## config.mk

```make
export PLATFORM = sky130hd
export DESIGN_NAME = nv_ram_rwsp_8x129_fifo_ctrl
export DESIGN_NICKNAME = d
export VERILOG_FILES = /design/src/rtl/nv_ram_rwsp_8x129_fifo_ctrl.sv
export SDC_FILE = /design/constraint.sdc
export NUM_CORES = 1
export LEC_CHECK = 0
export BUFFER_PORTS_ARGS = -buffer_cell sky130_fd_sc_hd__buf_4
export CORE_AREA = 2 2 234 236
export DETAILED_ROUTE_END_ITERATION = 10
export DIE_AREA = 0 0 236 238
export GPL_TIMING_DRIVEN = 0
export RECOVER_POWER = 50
export SYNTH_ARGS = -nofsm -noshare
export SYNTH_HDL_FRONTEND = slang
export SYNTH_SLANG_ARGS = --single-unit
```

## constraint.sdc

```tcl
create_clock -name clk -period 4.5 [get_ports clk]
set_input_delay 0.45 -clock clk [delete_from_list [all_inputs] [get_ports clk]]
set_output_delay 0.45 -clock clk [all_outputs]
set_load 0.03 [all_outputs]
```

## src/rtl/nv_ram_rwsp_8x129_fifo_ctrl.sv

```systemverilog
`default_nettype none
// ============================================================================
// Module   : nv_ram_rwsp_8x129_fifo_ctrl
// Brief    : Valid/ready streaming FIFO controller for one 8x129 two-port
//            register-file macro. It drives the macro write port, the
//            read-address latch (re) and the output-register enable (ore).
//            It also hides the 2-cycle read pipeline behind a stall-safe
//            output handshake. Capacity is 9 entries: 8 RAM slots plus the
//            macro output register.
// Options  : NV_FIFO_CTRL_RAM_PD_EN - when defined, forward pwrbus_ram_pd
//            to the macro. Otherwise the macro power-down bus is tied to 0.
// Revision : 1.0 - initial release
// ============================================================================
module nv_ram_rwsp_8x129_fifo_ctrl (
    input  logic         clk,
    input  logic         rst,
    // producer side
    input  logic         wr_valid,
    output logic         wr_ready,
    input  logic [128:0] wr_data,
    // consumer side
    output logic         rd_valid,
    input  logic         rd_ready,
    output logic [128:0] rd_data,
    // power control
    input  logic [31:0]  pwrbus_ram_pd,
    // macro write port
    output logic [2:0]   ram_wa,
    output logic         ram_we,
    output logic [128:0] ram_di,
    // macro read port
    output logic [2:0]   ram_ra,
    output logic         ram_re,
    output logic         ram_ore,
    input  logic [128:0] ram_dout,
    output logic [31:0]  ram_pwrbus_ram_pd,
    // status
    output logic [3:0]   occupancy
);

    localparam logic [3:0] c_ram_depth = 4'd8;

    logic [2:0] r_wptr;
    logic [2:0] r_rptr;
    logic [3:0] r_alloc_cnt;   // slots written but not yet captured by ore
    logic [3:0] r_avail_cnt;   // slots written but not yet issued by re
    logic       r_s1_vld;      // macro address latch holds an issued entry
    logic       r_s2_vld;      // macro output register holds an entry

    logic       w_push;
    logic       w_re;
    logic       w_ore;
    logic       w_s2_free;

    // Handshake and macro control decode; all enables are gated by rst
    always_comb begin
        w_s2_free = !r_s2_vld | rd_ready;
        wr_ready  = !rst & (r_alloc_cnt < c_ram_depth);
        w_push    = wr_valid & wr_ready;
        w_ore     = !rst & r_s1_vld & w_s2_free;
        w_re      = !rst & (r_avail_cnt != 4'd0) & (!r_s1_vld | w_ore);
    end

    assign ram_we    = w_push;
    assign ram_wa    = r_wptr;
    assign ram_di    = wr_data;
    assign ram_re    = w_re;
    assign ram_ra    = r_rptr;
    assign ram_ore   = w_ore;
    assign rd_valid  = r_s2_vld;
    assign rd_data   = ram_dout;
    assign occupancy = r_alloc_cnt + {3'b000, r_s2_vld};

`ifdef NV_FIFO_CTRL_RAM_PD_EN
    assign ram_pwrbus_ram_pd = pwrbus_ram_pd;
`else
    // The power-down bus is intentionally ignored in this build
    logic w_pd_unused;
    assign w_pd_unused       = ^pwrbus_ram_pd;
    assign ram_pwrbus_ram_pd = 32'h0;
`endif

    // Write and read pointers advance on each push and issue respectively
    always_ff @(posedge clk) begin
        if (rst) begin
            r_wptr <= 3'd0;
            r_rptr <= 3'd0;
        end else begin
            if (w_push) begin
                r_wptr <= r_wptr + 3'd1;
            end
            if (w_re) begin
                r_rptr <= r_rptr + 3'd1;
            end
        end
    end

    // A slot is freed only when ore captures it. The RAM cell stays busy until then
    always_ff @(posedge clk) begin
        if (rst) begin
            r_alloc_cnt <= 4'd0;
        end else begin
            case ({w_push, w_ore})
                2'b10:   r_alloc_cnt <= r_alloc_cnt + 4'd1;
                2'b01:   r_alloc_cnt <= r_alloc_cnt - 4'd1;
                default: r_alloc_cnt <= r_alloc_cnt;
            endcase
        end
    end

    // Count of written slots still waiting to be issued into the address latch
    always_ff @(posedge clk) begin
        if (rst) begin
            r_avail_cnt <= 4'd0;
        end else begin
            case ({w_push, w_re})
                2'b10:   r_avail_cnt <= r_avail_cnt + 4'd1;
                2'b01:   r_avail_cnt <= r_avail_cnt - 4'd1;
                default: r_avail_cnt <= r_avail_cnt;
            endcase
        end
    end

    // Two-stage read pipeline valid tracking (address latch, output register)
    always_ff @(posedge clk) begin
        if (rst) begin
            r_s1_vld <= 1'b0;
            r_s2_vld <= 1'b0;
        end else begin
            if (w_re) begin
                r_s1_vld <= 1'b1;
            end else if (w_ore) begin
                r_s1_vld <= 1'b0;
            end

            if (w_ore) begin
                r_s2_vld <= 1'b1;
            end else if (rd_ready) begin
                r_s2_vld <= 1'b0;
            end
        end
    end

endmodule
`default_nettype wire

```

==> impl_results.md <==
- Pin count of the biggest net entering global routing: 11
- Data arrival time of the worst path: 2.87 ns
- Endpoint of the worst-slack reg-to-reg timing path: r_alloc_cnt[3]$_SDFFE_PP0P_
- Final critical delay including setup and external delays: 2.681 ns
- Signed area change from the synthesized netlist to the final layout: 83.64%
- Placer's final routability congestion estimate: between 0.8 and 0.9
- Overall die height: approximately 240 µm
- Tightest slew margin relative to the limit: 0.6148
- Crit path required time: 4.69 ns
- Post-CTS Hold Fix Bufs: 0
- Finished layout cell area: 5744 µm²
- Die Wd: approximately 240 µm
- Setup fix buffers added after clock tree synthesis: 0
- Non-Filler Instances: 1403
- First-pass GRT wire length: around 16 mm
- Total GRT Usage: 0.03863
- Setup repair after global routing missed its margin: false
- Launch instance of the worst register-to-register path: r_alloc_cnt[3]$_SDFFE_PP0P_
- Final-report hold violation count: 0
- TritonRoute pass-1 iters: 4
- Distinct cell type count after synthesis: 33
- CTS Buffer Depth: 2
- Post-synthesis area per instance: approximately 7.9 µm²
- TritonCTS Sinks: 16
- Clock Root Buffer: sky130_fd_sc_hd__clkbuf_16
- Proportion of synthesized chip area in sequential cells: 0.1024
- Result of the run: complete, no violations
- Top cell types by occurrence after synthesis: sky130_fd_sc_hd__buf_4 (290), sky130_fd_sc_hd__dfxtp_1 (16), sky130_fd_sc_hd__nor2_1 (16)
- Largest cells by area after synthesis: sky130_fd_sc_hd__buf_4 (70%), sky130_fd_sc_hd__dfxtp_1 (10%), sky130_fd_sc_hd__ha_1 (4.0%), sky130_fd_sc_hd__xor2_1 (2.0%), sky130_fd_sc_hd__nor2_1 (1.9%)
- Layout cells sized above 1: 0.6099
- Final clock period utilization by the worst path: 0.5958
- Total length of routed wires: between 10 and 15 mm
- Total die area: 56170 µm²
- Final routed DRC violation total: 0
- Placed Cells: 1397
- Fin Setup TNS: 0 ns
- Number of max-slew violations in the final report: 0
- Number of antenna-violating nets in the routed design: 0
- Row Count: 85
- Endpoint, Worst Hold: ram_ra[2]$_SDFFE_PP0P_
- Register-to-register setup slack: 1.82 ns
- Worst ir drop on vdd: 0.1058 mV
- CP endpoint kind: flop
- Vias per cell: between 2 and 2.5
- Worst min-delay path class: flop to flop
- I/O pin count: 599
- Area share of the largest cell type after synthesis: 0.6960
- EDFF count, synth: 0
- Clock transition at the registers of the reported paths: 0.06 ns
- Core area: 53500 µm²
- Total leakage power: 2.804 nW
- Async S/R FF share, synth: 0
- Largest area contributor in the netlist: sky130_fd_sc_hd__buf_4
- Post-DP HPWL: roughly 12 mm
- Synthesis Warnings: 0
- Post-synthesis sequential element count: 16
- Slew at the pin closest to its max-slew limit: between 0.5 and 0.6 ns
- Hold Path Origin: ram_ra[2]$_SDFFE_PP0P_
- Dominant synthesized flop cell: sky130_fd_sc_hd__dfxtp_1
- Max-cap violation count: 0
- Type of the worst setup path: flop to flop
- Mapped Cells: 394
- Global-route congestion overflow total: 0
- Worst Hold Path Cells: 1
- Setup violators final: 0
- Crit path max fanout: 5
- Startpoint class of the critical path: flop
- Ratio of total power to cell area: 241.8 nW/µm²
- Depth of the worst register-to-register path: 8
- Leading cell type by number of instances after synthesis: sky130_fd_sc_hd__buf_4
- Routed WL per cell: about 9 µm
- Nets: between 1000 and 1500
- Number of H-tree branching levels: 1
- Skew-Pair Late Insertion Delay: 0.25 ns
- Total cell area at the placement stage: 6187 µm²
- Worst Clk Skew: 0.004591 ns
- Fillers: 6329
- Starting DRC count in detailed routing: 57
- Clock tree from TritonCTS: done
- Via count of the first global-routing pass: 2859
- Initial antenna violation count: 2
- Highest attainable clock frequency: 0.3730 GHz
- Via count: 3123
- Summed instance area of the synthesized netlist: 3128 µm²
- Post-CTS sizing: 0
- CTS Buf Count: 3
- Port buffer count: around 280
- Effective utilization at floorplan: 0.05847
[logic make-up after synthesis]
family	count (synthesis)	share of synthesized area
compound gates	17	0.03961
xor+xnor	9	0.02520
fa+ha+maj	11	0.04640
buf+inv	297	0.7076
flops	16	0.1024
mux	4	0.01320
other cells	1	0.001199
simple gates	39	0.06441
[how the worst max path moves through the flow]
stage                                start                           to  slack (ns)
2_1_floorplan                     rd_ready  r_alloc_cnt[3]$_SDFFE_PP0P_        1.49
3_3_place_gp                      wr_valid  r_alloc_cnt[3]$_SDFFE_PP0P_        1.70
3_5_place_dp                      wr_valid  r_alloc_cnt[3]$_SDFFE_PP0P_        1.62
4_1_cts        r_alloc_cnt[3]$_SDFFE_PP0P_  r_alloc_cnt[3]$_SDFFE_PP0P_        1.75
5_1_grt        r_alloc_cnt[3]$_SDFFE_PP0P_  r_alloc_cnt[3]$_SDFFE_PP0P_        1.55
6_report       r_alloc_cnt[3]$_SDFFE_PP0P_  r_alloc_cnt[3]$_SDFFE_PP0P_        1.82
[flip-flops by register name, summed over array words and instances, names as in the netlist]
| signal | cells |
|---|---|
| ram_wa | 3 |
| rd_valid | 1 |
| ram_ra | 3 |
| r_alloc_cnt | 4 |
| r_s1_vld | 1 |
| r_avail_cnt | 4 |
[metrics by stage]
stage,setup slack [ns],total power [mW],utilization,hold WS [ns]
4_1_cts,1.747,1.470,0.1173,0.4753
2_1_floorplan,1.495,0.9562,-,0.4865
3_3_place_gp,1.698,1.254,0.1157,0.4584
6_report,1.819,1.389,0.1074,0.4626
3_5_place_dp,1.624,1.258,0.1157,0.4673
5_1_grt,1.553,1.485,0.1074,0.5094
[layout make-up]
class,instances,area [µm²],area share
inverters,4,15.01,0.002614
plain buffers,293,2198,0.3827
repair buffers,276,1535,0.2673
well taps,696,870.8,0.1516
multi-input cells,112,710.7,0.1237
diodes,2,5.005,0.0008713
flip-flops and latches,16,320.3,0.05576
clock buffers,4,88.84,0.01547
[routing by layer]
layer / wire, µm / global-route usage
met5: 0 / 0
met3: 1449 / 0.01354
met1: 4227 / 0.03868
met2: 6717 / 0.07044
met4: 604 / 0.02027
[cells in the final DEF (no fill, tap or decap), types with 2 or more instances in the layout]
cell / instances
sky130_fd_sc_hd__buf_4: 423
sky130_fd_sc_hd__nand2b_1: 3
sky130_fd_sc_hd__inv_1: 4
sky130_fd_sc_hd__nor2_1: 16
sky130_fd_sc_hd__a211o_1: 2
sky130_fd_sc_hd__conb_1: 32
sky130_fd_sc_hd__xor2_1: 7
sky130_fd_sc_hd__clkbuf_1: 144
sky130_fd_sc_hd__a21oi_1: 8
sky130_fd_sc_hd__mux2i_1: 3
sky130_fd_sc_hd__nand3_1: 2
sky130_fd_sc_hd__diode_2: 2
sky130_fd_sc_hd__o21ai_0: 2
sky130_fd_sc_hd__nor3b_1: 3
sky130_fd_sc_hd__ha_1: 10
sky130_fd_sc_hd__nand2_1: 3
sky130_fd_sc_hd__nor2b_1: 5
sky130_fd_sc_hd__clkbuf_16: 3
sky130_fd_sc_hd__or3_1: 2
sky130_fd_sc_hd__clkbuf_8: 2
sky130_fd_sc_hd__xnor2_1: 2
sky130_fd_sc_hd__dfxtp_1: 16
[power breakdown]
| part | internal [mW] | switching (mW) | leakage (nW) |
|---|---|---|---|
| Clock | 0.135 | 0.0641 | 0.0442 |
| Combinational | 0.395 | 0.574 | 2.63 |
| Sequential | 0.178 | 0.0428 | 0.131 |
| Total | 0.708 | 0.680 | 2.80 |
[critical path, cell delays in order (launching register included)]
cell,delay (ns)
sky130_fd_sc_hd__dfxtp_1,0.39
sky130_fd_sc_hd__nor2b_1,0.37
sky130_fd_sc_hd__nand2b_1,0.28
sky130_fd_sc_hd__ha_1,0.31
sky130_fd_sc_hd__ha_1,0.33
sky130_fd_sc_hd__a21oi_1,0.21
sky130_fd_sc_hd__a21oi_1,0.11
sky130_fd_sc_hd__or4_1,0.47
sky130_fd_sc_hd__a21oi_1,0.15
No activity file was read; power rests on OpenSTA's default activity.
